===== config.mk =====
export PLATFORM = sky130hd
export DESIGN_NAME = seq_detector_param
export DESIGN_NICKNAME = d
export VERILOG_FILES = /design/src/rtl/seq_detector_param.sv
export SDC_FILE = /design/constraint.sdc
export NUM_CORES = 1
export LEC_CHECK = 0
export CORE_MARGIN = 1.5
export CORE_UTILIZATION = 40
export CTS_BUF_LIST = sky130_fd_sc_hd__clkbuf_8
export DETAILED_ROUTE_END_ITERATION = 16
export PLACE_DENSITY = 0.61
export SLEW_MARGIN = 0
export SYNTH_ARGS = -nofsm -noshare
export SYNTH_HDL_FRONTEND = slang
export SYNTH_SLANG_ARGS = --single-unit
export TNS_END_PERCENT = 30

===== constraint.sdc =====
create_clock -name clk -period 2.98 [get_ports clk]
set_input_delay 0.596 -clock clk [delete_from_list [all_inputs] [get_ports clk]]
set_output_delay 0.596 -clock clk [all_outputs]
set_load 0.03 [all_outputs]

===== src/rtl/seq_detector_param.sv =====
// Configurable serial pattern detector with overlap/non-overlap modes and runtime reconfiguration.
// Optional saturating match counter is enabled by defining SEQDET_COUNT_EN.
//
// state | meaning
// IDLE  | no valid configuration, input bits ignored
// FILL  | configured, history holds fewer than len bits
// RUN   | history full, every accepted bit is compared
module seq_detector_param #(
  parameter int MAX_LEN = 8,
  parameter int CNT_W = 16,
  localparam int LEN_W = $clog2(MAX_LEN) + 1
) (
  input  logic               clk,
  input  logic               rst,
  input  logic               in_valid,
  input  logic               in_bit,
  input  logic               cfg_load,
  input  logic [MAX_LEN-1:0] cfg_pattern,
  input  logic [LEN_W-1:0]   cfg_len,
  input  logic               cfg_overlap,
  output logic               detected,
  output logic               cfg_err,
  output logic               armed
`ifdef SEQDET_COUNT_EN
  ,
  output logic [CNT_W-1:0]   match_count
`endif
);

  typedef enum logic [1:0] {IDLE, FILL, RUN} state_t;

  state_t             state;
  logic [MAX_LEN-1:0] hist;
  logic [MAX_LEN-1:0] pat;
  logic [LEN_W-1:0]   len;
  logic [LEN_W-1:0]   fill;
  logic               ovl;

  logic               cfg_ok;
  logic               take;
  logic               hit;
  logic [MAX_LEN-1:0] hist_nxt;
  logic [MAX_LEN-1:0] mask;
  logic [LEN_W-1:0]   fill_nxt;

  always_comb begin
    cfg_ok   = (cfg_len != '0) && (cfg_len <= LEN_W'(MAX_LEN));
    take     = in_valid && (state != IDLE);
    hist_nxt = {hist[MAX_LEN-2:0], in_bit};
    fill_nxt = (fill >= len) ? len : fill + 1'b1;
    // history and pattern bits above the latched length never take part in the compare
    mask = '0;
    for (int i = 0; i < MAX_LEN; i++) begin
      mask[i] = (i < int'(len));
    end
    hit = (fill_nxt == len) && ((hist_nxt & mask) == (pat & mask));
  end

  always_ff @(posedge clk) begin
    if (rst) begin
      state    <= IDLE;
      hist     <= '0;
      pat      <= '0;
      len      <= '0;
      fill     <= '0;
      ovl      <= 1'b0;
      detected <= 1'b0;
      cfg_err  <= 1'b0;
      armed    <= 1'b0;
    end else begin
      detected <= 1'b0;
      cfg_err  <= 1'b0;
      if (cfg_load) begin
        // a load always wins over a data bit, even when the load itself is rejected
        if (cfg_ok) begin
          pat   <= cfg_pattern;
          len   <= cfg_len;
          ovl   <= cfg_overlap;
          hist  <= '0;
          fill  <= '0;
          state <= FILL;
          armed <= 1'b1;
        end else begin
          cfg_err <= 1'b1;
        end
      end else if (take) begin
        detected <= hit;
        if (hit && !ovl) begin
          hist  <= '0;
          fill  <= '0;
          state <= FILL;
        end else begin
          hist  <= hist_nxt;
          fill  <= fill_nxt;
          state <= (fill_nxt == len) ? RUN : FILL;
        end
      end
    end
  end

`ifdef SEQDET_COUNT_EN
  always_ff @(posedge clk) begin
    if (rst) begin
      match_count <= '0;
    end else if (cfg_load) begin
      if (cfg_ok) match_count <= '0;
    end else if (take && hit && (match_count != {CNT_W{1'b1}})) begin
      match_count <= match_count + 1'b1;
    end
  end
`endif

endmodule


# After elaboration in Yosys (flattened, before gate mapping)
# Index checks and enable logic that the tools add are counted.
# classes
order_cmp	10
n_addsub	1
n_mux	15
reduce_logical	12
bitwise	4
n_eq_ne	3
# ops
operator	count
$mux 7	4
$mux 4	5
$and 8x8->8	2
$lt 3x4->1 const A	4
$mux 2	5
$eq 8x8->1	1
$lt 1x4->1 const A	2
$lt 2x4->1 const A	2
$add 4x1->4 const B	1
$eq 4x4->1	1
$ge 4x4->1	1
$le 4x4->1 const B	1
$logic_and 1x1->1	4
$reduce_and 2->1	2
$reduce_bool 2->1	2
$reduce_bool 4->1	1
$reduce_or 3->1	1
$ne 2x1->1 const B	1
$not 1->1	2
$reduce_or 2->1	1
$logic_not 1->1	1
$mux 1	1
# totals
regBits	29
inputBits	18
out_inout_bits	3
elab_cells	54

# Longest topological paths before layout
# logic_depth
word_depth	8
mapped_depth	9
mapped_depth_nobuf	8

# Worst setup path before layout
# OpenSTA, ideal clock, no wires.
# synth_path
kind	register -> register
from	register fill[0]
to	register fill[3]
arrival_ns	2.001
path_buffers	1
setup_time_ns	0.073
setup_slack_ns	0.905
t_required_ns	2.907
stages_incl_launch_ff	10
period_less_slack_ns	2.075
path_cell_list	dfxtp_1 -> inv_1 -> ha_1 -> nand2b_1 -> a21o_1 -> a211o_1 -> a21oi_1 -> o31ai_2 -> buf_4 -> o211ai_2
# synth_between
elab_chain_len	8
elab_cells_between_ends	9
cone_classes	add/sub (1); order compare (1); eq/ne (1); mux (4); reduce/logical (2)
# synth_rtl
element	line_no	rtl
start, declared	36	logic [LEN_W-1:0] fill;
start signal, assigned	94	fill <= fill_nxt;
$add 4x1->4 or $ge 4x4->1 (tied branches)	50	fill_nxt = (fill >= len) ? len : fill + 1'b1;
$mux 4 (*)	50	
$eq 4x4->1	56	hit = (fill_nxt == len) && ((hist_nxt & mask) == (pat & mask));
$logic_and 1x1->1	56	
$logic_and 1x1->1	88	if (hit && !ovl) begin
$mux 4 (*)	88	
$mux 4 (*)	86	end else if (take) begin
$mux 4 (*)	73	if (cfg_load) begin
# Mark *: on every way between the ends. The rest lies on a longest branch, timed or not. The select of a mux whose other input is x is not followed.
# A chain may end at the register's enable or synchronous reset.

# Worst setup path in the final report
# layout_path
from	register len[1]
to	register fill[2]
# layout_between
elab_chain_len	8
elab_cells_between_ends	19
cone_classes	order compare (9); eq/ne (2); mux (4); bitwise (2); reduce/logical (2)
# layout_rtl
element	line_no	rtl
start, declared	35	logic [LEN_W-1:0] len;
start signal, assigned	77	len <= cfg_len;
$lt 1x4->1 (tied with other cells)	54	mask[i] = (i < int'(len));
$and 8x8->8 or $mux 4 (tied branches)	56, 50	
$eq 8x8->1 or $eq 4x4->1 (tied branches)	56	
$logic_and 1x1->1	56	
$logic_and 1x1->1	88	
$mux 4 (*)	88	
$mux 4 (*)	86	
$mux 4 (*)	73	
# Marked as above.

==> run summary <==
Max-cap violations in this run came to 0. The synthesized design contains 0 enable-type register cells. The count of endpoints failing hold in the final timing report came out at 0. The slew at the pin closest to its max-slew limit came out at between 500 and 600 ps. The largest voltage drop on the vdd net is around 0.28 mV.

The number of antenna diodes in the final layout is 0. Of the synthesized area, sequential elements account for 0.3959. Walking the worst path, the cells encountered are inv_1 > ha_1 > a21o_1 > a211o_1 > a21oi_1 > o31ai_2 > buf_4 > o221ai_1. The count of buffers added on input and output ports is 20. The remaining design rule violation count is 0. The total of hold buffers inserted after clock tree synthesis came out at 0. Clock-pin slew was measured on the worst setup and hold paths at 60 ps.

The signed area change from the synthesized netlist to the final layout is 24.06%. The power density of the placed cells is 476.6 nW/um^2. The adder-cell area share of the yosys netlist is 0.04266. The area of the multi-input gates is 797.0 sq um. In the global route stage, met2 resource usage came out at 0.3039. The final-report setup violation count is 0. The first-pass GRT wire length came out at 5733 um.

Buffers added to address setup during post-CTS repair amount to 0. The total number of vias is 1301. The cell area after synthesis came out at roughly 1500 sq um. The maximum net fanout on the critical path came out at 11. The smallest hold slack is approximately 460 ps. The source of the critical timing path is len[1]. The gate count of the mapped netlist is 178.

The maximum buffer depth of the clock tree is 2. Broken down by cell family, the worst path's largest delay share belongs to compound AO/OA/AOI/OAI gates. The DRC marker count from the first detailed-route iteration is 46. The clock root buffer is sky130_fd_sc_hd__clkbuf_8. The number of library cell types mapped by synthesis came out at 38.

The critical path crosses 8 cells after its start point. The proportion of synthesized flip-flops having asynchronous set or reset came out at 0. The met3 global-route usage is 0.05000. For this design the static power due to leakage is 0.7265 nW. The overall die height is 63.55 um. Following the worst setup path forward leads to its endpoint at fill[2]. The critical path in this run is classified as reg2reg. The maximum number of pins on one net before global-route repair is 20.

The die outline width came out at 63.55 um. Counting the fill cells in the layout gives 344. The detail route stage leaves a number of antenna-violating nets equal to 0. The initial core utilization is 0.4293. The maximum clock frequency came out at 415.9 MHz. After routing, the total negative slack on setup checks comes to 0 ps.

TritonCTS built the clock tree. In this run, synthesis produced a sequential element count of 29. The number of global-route vias before repair is 1267. Of the cells placed in the final design, the portion with a size suffix greater than 1 is 0.09804. The min-delay analysis places its worst path in the category reg2reg. The slowest stage cell on the critical path is sky130_fd_sc_hd__dfxtp_1. Prior to clock tree synthesis, the placed netlist has a worst setup slack of ~500 ps. The number of placement rows is 21.

The post-layout net count is 226. For this run, the total global-route usage over all layers was measured as 0.1814. The sink count of the clock tree is 29. STA puts the critical path data arrival time at 2610 ps. The layer with the highest usage after global routing is met2. The boundary pin count came out at 21. The headroom to the max-slew limit is 0.6623. The storage element area came out at 580.6 sq um. Dividing the synthesized area by the synthesized cell count gives 8.238 sq um.

The multiplexer share of the synthesized area is 0.04778. The total grt overflow is 0. Yosys printed 0 warnings. In this run the number of H-tree levels came out at 2. The kind of end point of the critical path is a register.

The synthesized netlist net count is 201. After clock tree synthesis, the repair step resized 0 gates. Setup repair after global routing left no endpoint under its margin. Of the total synthesized cell area, the portion taken by AND, OR, NAND and NOR gates is 0.1911. By area, the combinational part of the netlist is dominated by simple AND/OR/NAND/NOR gates. The initial antenna violation count is 0. The setup slack of the worst register-to-register path came out at between 500 and 600 ps. The floorplan step defined a core boundary enclosing 3416 sq um. Leaving out fill and tap cells, the most frequent cell in the layout is sky130_fd_sc_hd__nand2_1. The full die area came out at 4038 sq um. The fraction of synthesized cell area in xor and xnor cells is 0.08959.

The number of iterations in the first detailed-routing pass is 4. The number of cells on the worst reg-to-reg path came out at 8. The worst path setup slack after routing is 575.7 ps.

For this run, the leading register cell type out of synthesis is sky130_fd_sc_hd__dfxtp_1. Leaving out fill and tap cells, the most frequent cells in the layout are sky130_fd_sc_hd__nand2_1, sky130_fd_sc_hd__dfxtp_1, sky130_fd_sc_hd__clkdlybuf4s50_1. The delay of the slowest cell on the worst path is roughly 490 ps. For the worst-skew pair, the clock arrives at the later sink with an insertion delay of 280 ps.

The placed wire-length estimate after detailed placement is 2539 um. The per-cell routed wire length came out at ~13 um. The worst clock skew on the final layout came out at approximately 4.7 ps.

The final number of max-transition violations is 0. The detailed-route wire length came out at ~3300 um. STA classifies the critical path startpoint as a register.

The worst path required time came out at ~3200 ps. The time the final worst path needs with I/O delays and setup came out at 2404 ps. The synthesized-area fraction occupied by ao, oa, aoi and oai cells is 0.1724.

In this run the critical register-to-register path is captured at fill[2]. The routing usage on met1 is 0.2284. Of the available clock period, the critical path in the final layout requires 0.8068. The weighted congestion reported at the end of routability-driven placement is 0.7810.

The flow ran to the end, and the final reports show no timing, DRC or antenna violations. The startpoint identified for the worst register-to-register timing path is len[1]. In this run, CTS created clock tree buffers numbering 5. In the routed layout, each cell is associated on average with a via count of 5.204. The count of buffering cells on the critical path with inverters included came out at 2.
tightest hold or removal path, stage by stage, from the launching register on:
cell	delay, ps
sky130_fd_sc_hd__dfxtp_1	310
sky130_fd_sc_hd__inv_1	50
sky130_fd_sc_hd__a21oi_1	50
worst min-delay path by stage:
| stage | to | from | slack, ps | cells after the start |
|---|---|---|---|---|
| 3_5_place_dp | armed | armed | 440 | 2 |
| 2_1_floorplan | hist[6] | hist[6] | 440 | 2 |
| 5_1_grt | armed | armed | 480 | 2 |
| 6_report | armed | armed | 460 | 2 |
| 3_3_place_gp | armed | armed | 430 | 2 |
| 4_1_cts | armed | armed | 460 | 2 |
per-layer routing:
metal,vias to the layer above,routed length (um)
li1,661,-
met1,612,1603
met2,23,1538
met3,5,116
met4,0,40
met5,-,0
report_power, final:
| group | total, mW | switching [mW] | internal, mW |
|---|---|---|---|
| clock network | 0.320 | 0.159 | 0.161 |
| registers | 0.413 | 0.0125 | 0.401 |
| logic | 0.134 | 0.0703 | 0.0637 |
stage by stage:
step	cells	utilization	power, mW	instance area (sq um)
after floorplan	178	-	0.5035	1466
after global placement	242	0.5073	0.5522	1733
after detailed placement	242	0.5073	0.5563	1733
after CTS	250	0.5326	0.8757	1819
after global routing	250	0.5326	0.9129	1819
final	250	0.5326	0.8671	1819
flip-flops by register name (all words and copies together) (netlist names):
register,count
pat,8
hist,7
fill,4
len,4
state,2
armed,1
cfg_err,1
detected,1
ovl,1
area by class of cell:
type / instances / share of cell area
repair buffers: 26 / 0.1348
clock buffers: 5 / 0.03783
multi-input cells: 127 / 0.4381
inverters: 14 / 0.02889
flip-flops and latches: 29 / 0.3191
clock inverters: 3 / 0.009629
well taps: 46 / 0.03164
logic make-up (layout without fill, tap and decap cells):
kind of cell,count (synthesis),count (layout)
flip-flops,29,29
AO/OA/AOI/OAI,38,38
XOR/XNOR,15,15
AND/OR/NAND/NOR,62,62
adder cells (fa/ha/maj),5,5
multiplexers,7,7
buffers and inverters,22,48
Yosys cell counts, types with 2 or more instances:
master	number	area [sq um]
sky130_fd_sc_hd__nand3_1	11	55.05
sky130_fd_sc_hd__nor3_1	4	20.02
sky130_fd_sc_hd__dfxtp_1	29	580.6
sky130_fd_sc_hd__inv_1	14	52.55
sky130_fd_sc_hd__buf_2	2	10.01
sky130_fd_sc_hd__xor2_1	9	78.83
sky130_fd_sc_hd__xnor2_1	6	52.55
sky130_fd_sc_hd__a21oi_1	15	75.07
sky130_fd_sc_hd__clkbuf_1	4	15.01
sky130_fd_sc_hd__mux2i_1	7	70.07
sky130_fd_sc_hd__nor2_1	8	30.03
sky130_fd_sc_hd__nand2_1	30	112.6
sky130_fd_sc_hd__o21ai_1	9	45.04
sky130_fd_sc_hd__ha_1	5	62.56
sky130_fd_sc_hd__nor4_1	2	12.51
Note: power is estimated with default switching activity, not from simulation.
==> edit, RTL diff (same flow settings) <==
Add a define of `SEQDET_COUNT_EN`.
--- a/src/rtl/seq_detector_param.sv
+++ b/src/rtl/seq_detector_param.sv
@@ -5,6 +5,8 @@
 // IDLE  | no valid configuration, input bits ignored
 // FILL  | configured, history holds fewer than len bits
 // RUN   | history full, every accepted bit is compared
+`define SEQDET_COUNT_EN
+
 module seq_detector_param #(
   parameter int MAX_LEN = 8,
   parameter int CNT_W = 16,
Behaviour (old outputs only; new: match_count): unchanged (equiv_simple and equiv_induct, registers matched by name and starting in step).
==> edit against the original RTL <==
- global-route usage is 0.31 points higher
- design area is 61% higher
- utilization is essentially flat
- wire length grew 60%
- fmax fell by 12%
- sequential cell count grew 16
- area after synthesis rose by 56%
- total power up 48%
- first-iteration DRC count rose to 2.6 times the old value
- critical path type is now in2reg
- critical endpoint is now match_count[6]$_SDFFE_PP0P_
- sequential share of layout area shrank 1.2 points
- worst setup slack worse by 0.34 ns
==> edit: results (changes against the original RTL) <==
stage,metric,value,unit,change
placed_design,place.port_buffers,36,,+80%
logic_synthesis,synth_cell_types,41,,+7.9%
global_routing,track_usage,18.5,%,+0.31 points
logic_synthesis,synth-xor-area-share,5.75,%,-3.2 points
global_routing,grt_pass1_wl,8.98,mm,+57%
placed_design,dpl-instance-area,0.00281,mm^2,+62%
cells_and_area,fillers,513,,+49%
logic_synthesis,synth_common_cells,"dfxtp_1 (45), a21oi_1 (20), nor2_1 (20)",,
placed_design,dp_hpwl,3.86,mm,+52%
sta,skew,0.00327,ns,-0.00146 ns
pwr,powerDensity,439,mW/mm^2,-8.0%
logic_synthesis,synth.area.top_cells,"dfxtp_1 (39%), mux2i_1 (5.3%), a21oi_1 (4.4%), a22o_1 (3.8%), xor2_1 (3.5%)",,
logic_synthesis,seq_area_frac_synth,39.4,%,-0.16 points
pwr,leakagePower,1.15,nW,+59%
outcome,outcome,finished clean,,
global_routing,first_global_vias,1841,,+45%
logic_synthesis,synth_fa_ha_area_share,3.29,%,-0.98 points
logic_synthesis,synth-compound-area-share,20.3,%,+3.1 points
cells_and_area,final_nets,328,,+45%
setup_path,cp_max_fo,18,,+7
routing,drt_iter0_markers,119,,+160%
setup_path,cp.arrival,2.98,ns,+0.37 ns
routing,dr_total_vias,2033,,+56%
sta,slew_headroom,58.4,%,-7.9 points
placed_design,gp_congestion,0.836,,+7.0%
setup_path,cp_slowest_cell,or4_1,,
logic_synthesis,synth_fp_nets,280,,+39%
logic_synthesis,synthMuxAreaShare,5.75,%,+0.97 points
cells_and_area,reg_top3,"match_count: 16 flops, pat: 8 flops, hist: 7 flops",,
cells_and_area,drive_gt1_share,9.84,%,+0.032 points
routing,wirelength,5.29,mm,+60%
## edit: cell count changes after synthesis, sizes merged, moves of 6 or more
cell,before,now
or4,0,9
o31ai,1,7
nor2,8,20
nand2,30,15
dfxtp,29,45
a22o,0,10
## edit: cell type report
cell class / count / area share [%]
inverters: 10 / 1.28
multi-input cells: 189 / 43.8
clock inverters: 2 / 1.28
repair buffers: 53 / 17.1
clock buffers: 6 / 2.81
flip-flops and latches: 45 / 30.7
well taps: 72 / 3.07
## edit: cells by family (layout without fill, tap and decap cells)
group	count (synthesis)	count (layout)
simple gates	90	90
buf+inv	22	71
fa+ha+maj	6	6
compound gates	65	65
mux	13	13
flops	45	45
xor+xnor	15	15
## edit: metrics by stage
stage,instances,total power [mW]
2_1_floorplan,256,0.736
3_3_place_gp,369,0.806
3_5_place_dp,369,0.807
4_1_cts,377,1.30
5_1_grt,377,1.34
6_report,377,1.29
## edit: report_power, final
part           internal, mW  switching (mW)  leakage [nW]  total [mW]
clock                 0.273           0.220        0.0574       0.493
combinational        0.0806          0.0851         0.732       0.166
sequential            0.615          0.0129         0.365       0.628
total                 0.968           0.318          1.15        1.29
## edit: per-layer routing
metal  wire [um]  up-vias  GRT usage [%]
met5           0        -              0
met1        2790      937           26.5
li1            -     1052              -
met2        2280       38           27.5
met4          36        0           6.61
met3         184        6           3.26
## edit: worst register-to-register path, stage by stage (launching register included)
cell and delay (ns):
dfxtp_1 0.44, ha_1 0.24, xor2_1 0.19, xnor2_1 0.14, nand4_1 0.20, a2111o_1 0.46, buf_4 0.20, or4_1 0.52
a21oi_1 0.14
## edit: worst paths after layout
| path | endpoint | slack (ns) | cells past startpoint | startpoint |
|---|---|---|---|---|
| setup / recovery | match_count[6]$_SDFFE_PP0P_ | 0.23 | 8 | in_bit |
| hold / removal | armed$_SDFFE_PP0P_ | 0.46 | 2 | armed$_SDFFE_PP0P_ |
| setup reg to reg | match_count[6]$_SDFFE_PP0P_ | 0.38 | 8 | fill[0]$_SDFFE_PP0P_ |
| hold reg to reg | armed$_SDFFE_PP0P_ | 0.46 | 2 | armed$_SDFFE_PP0P_ |
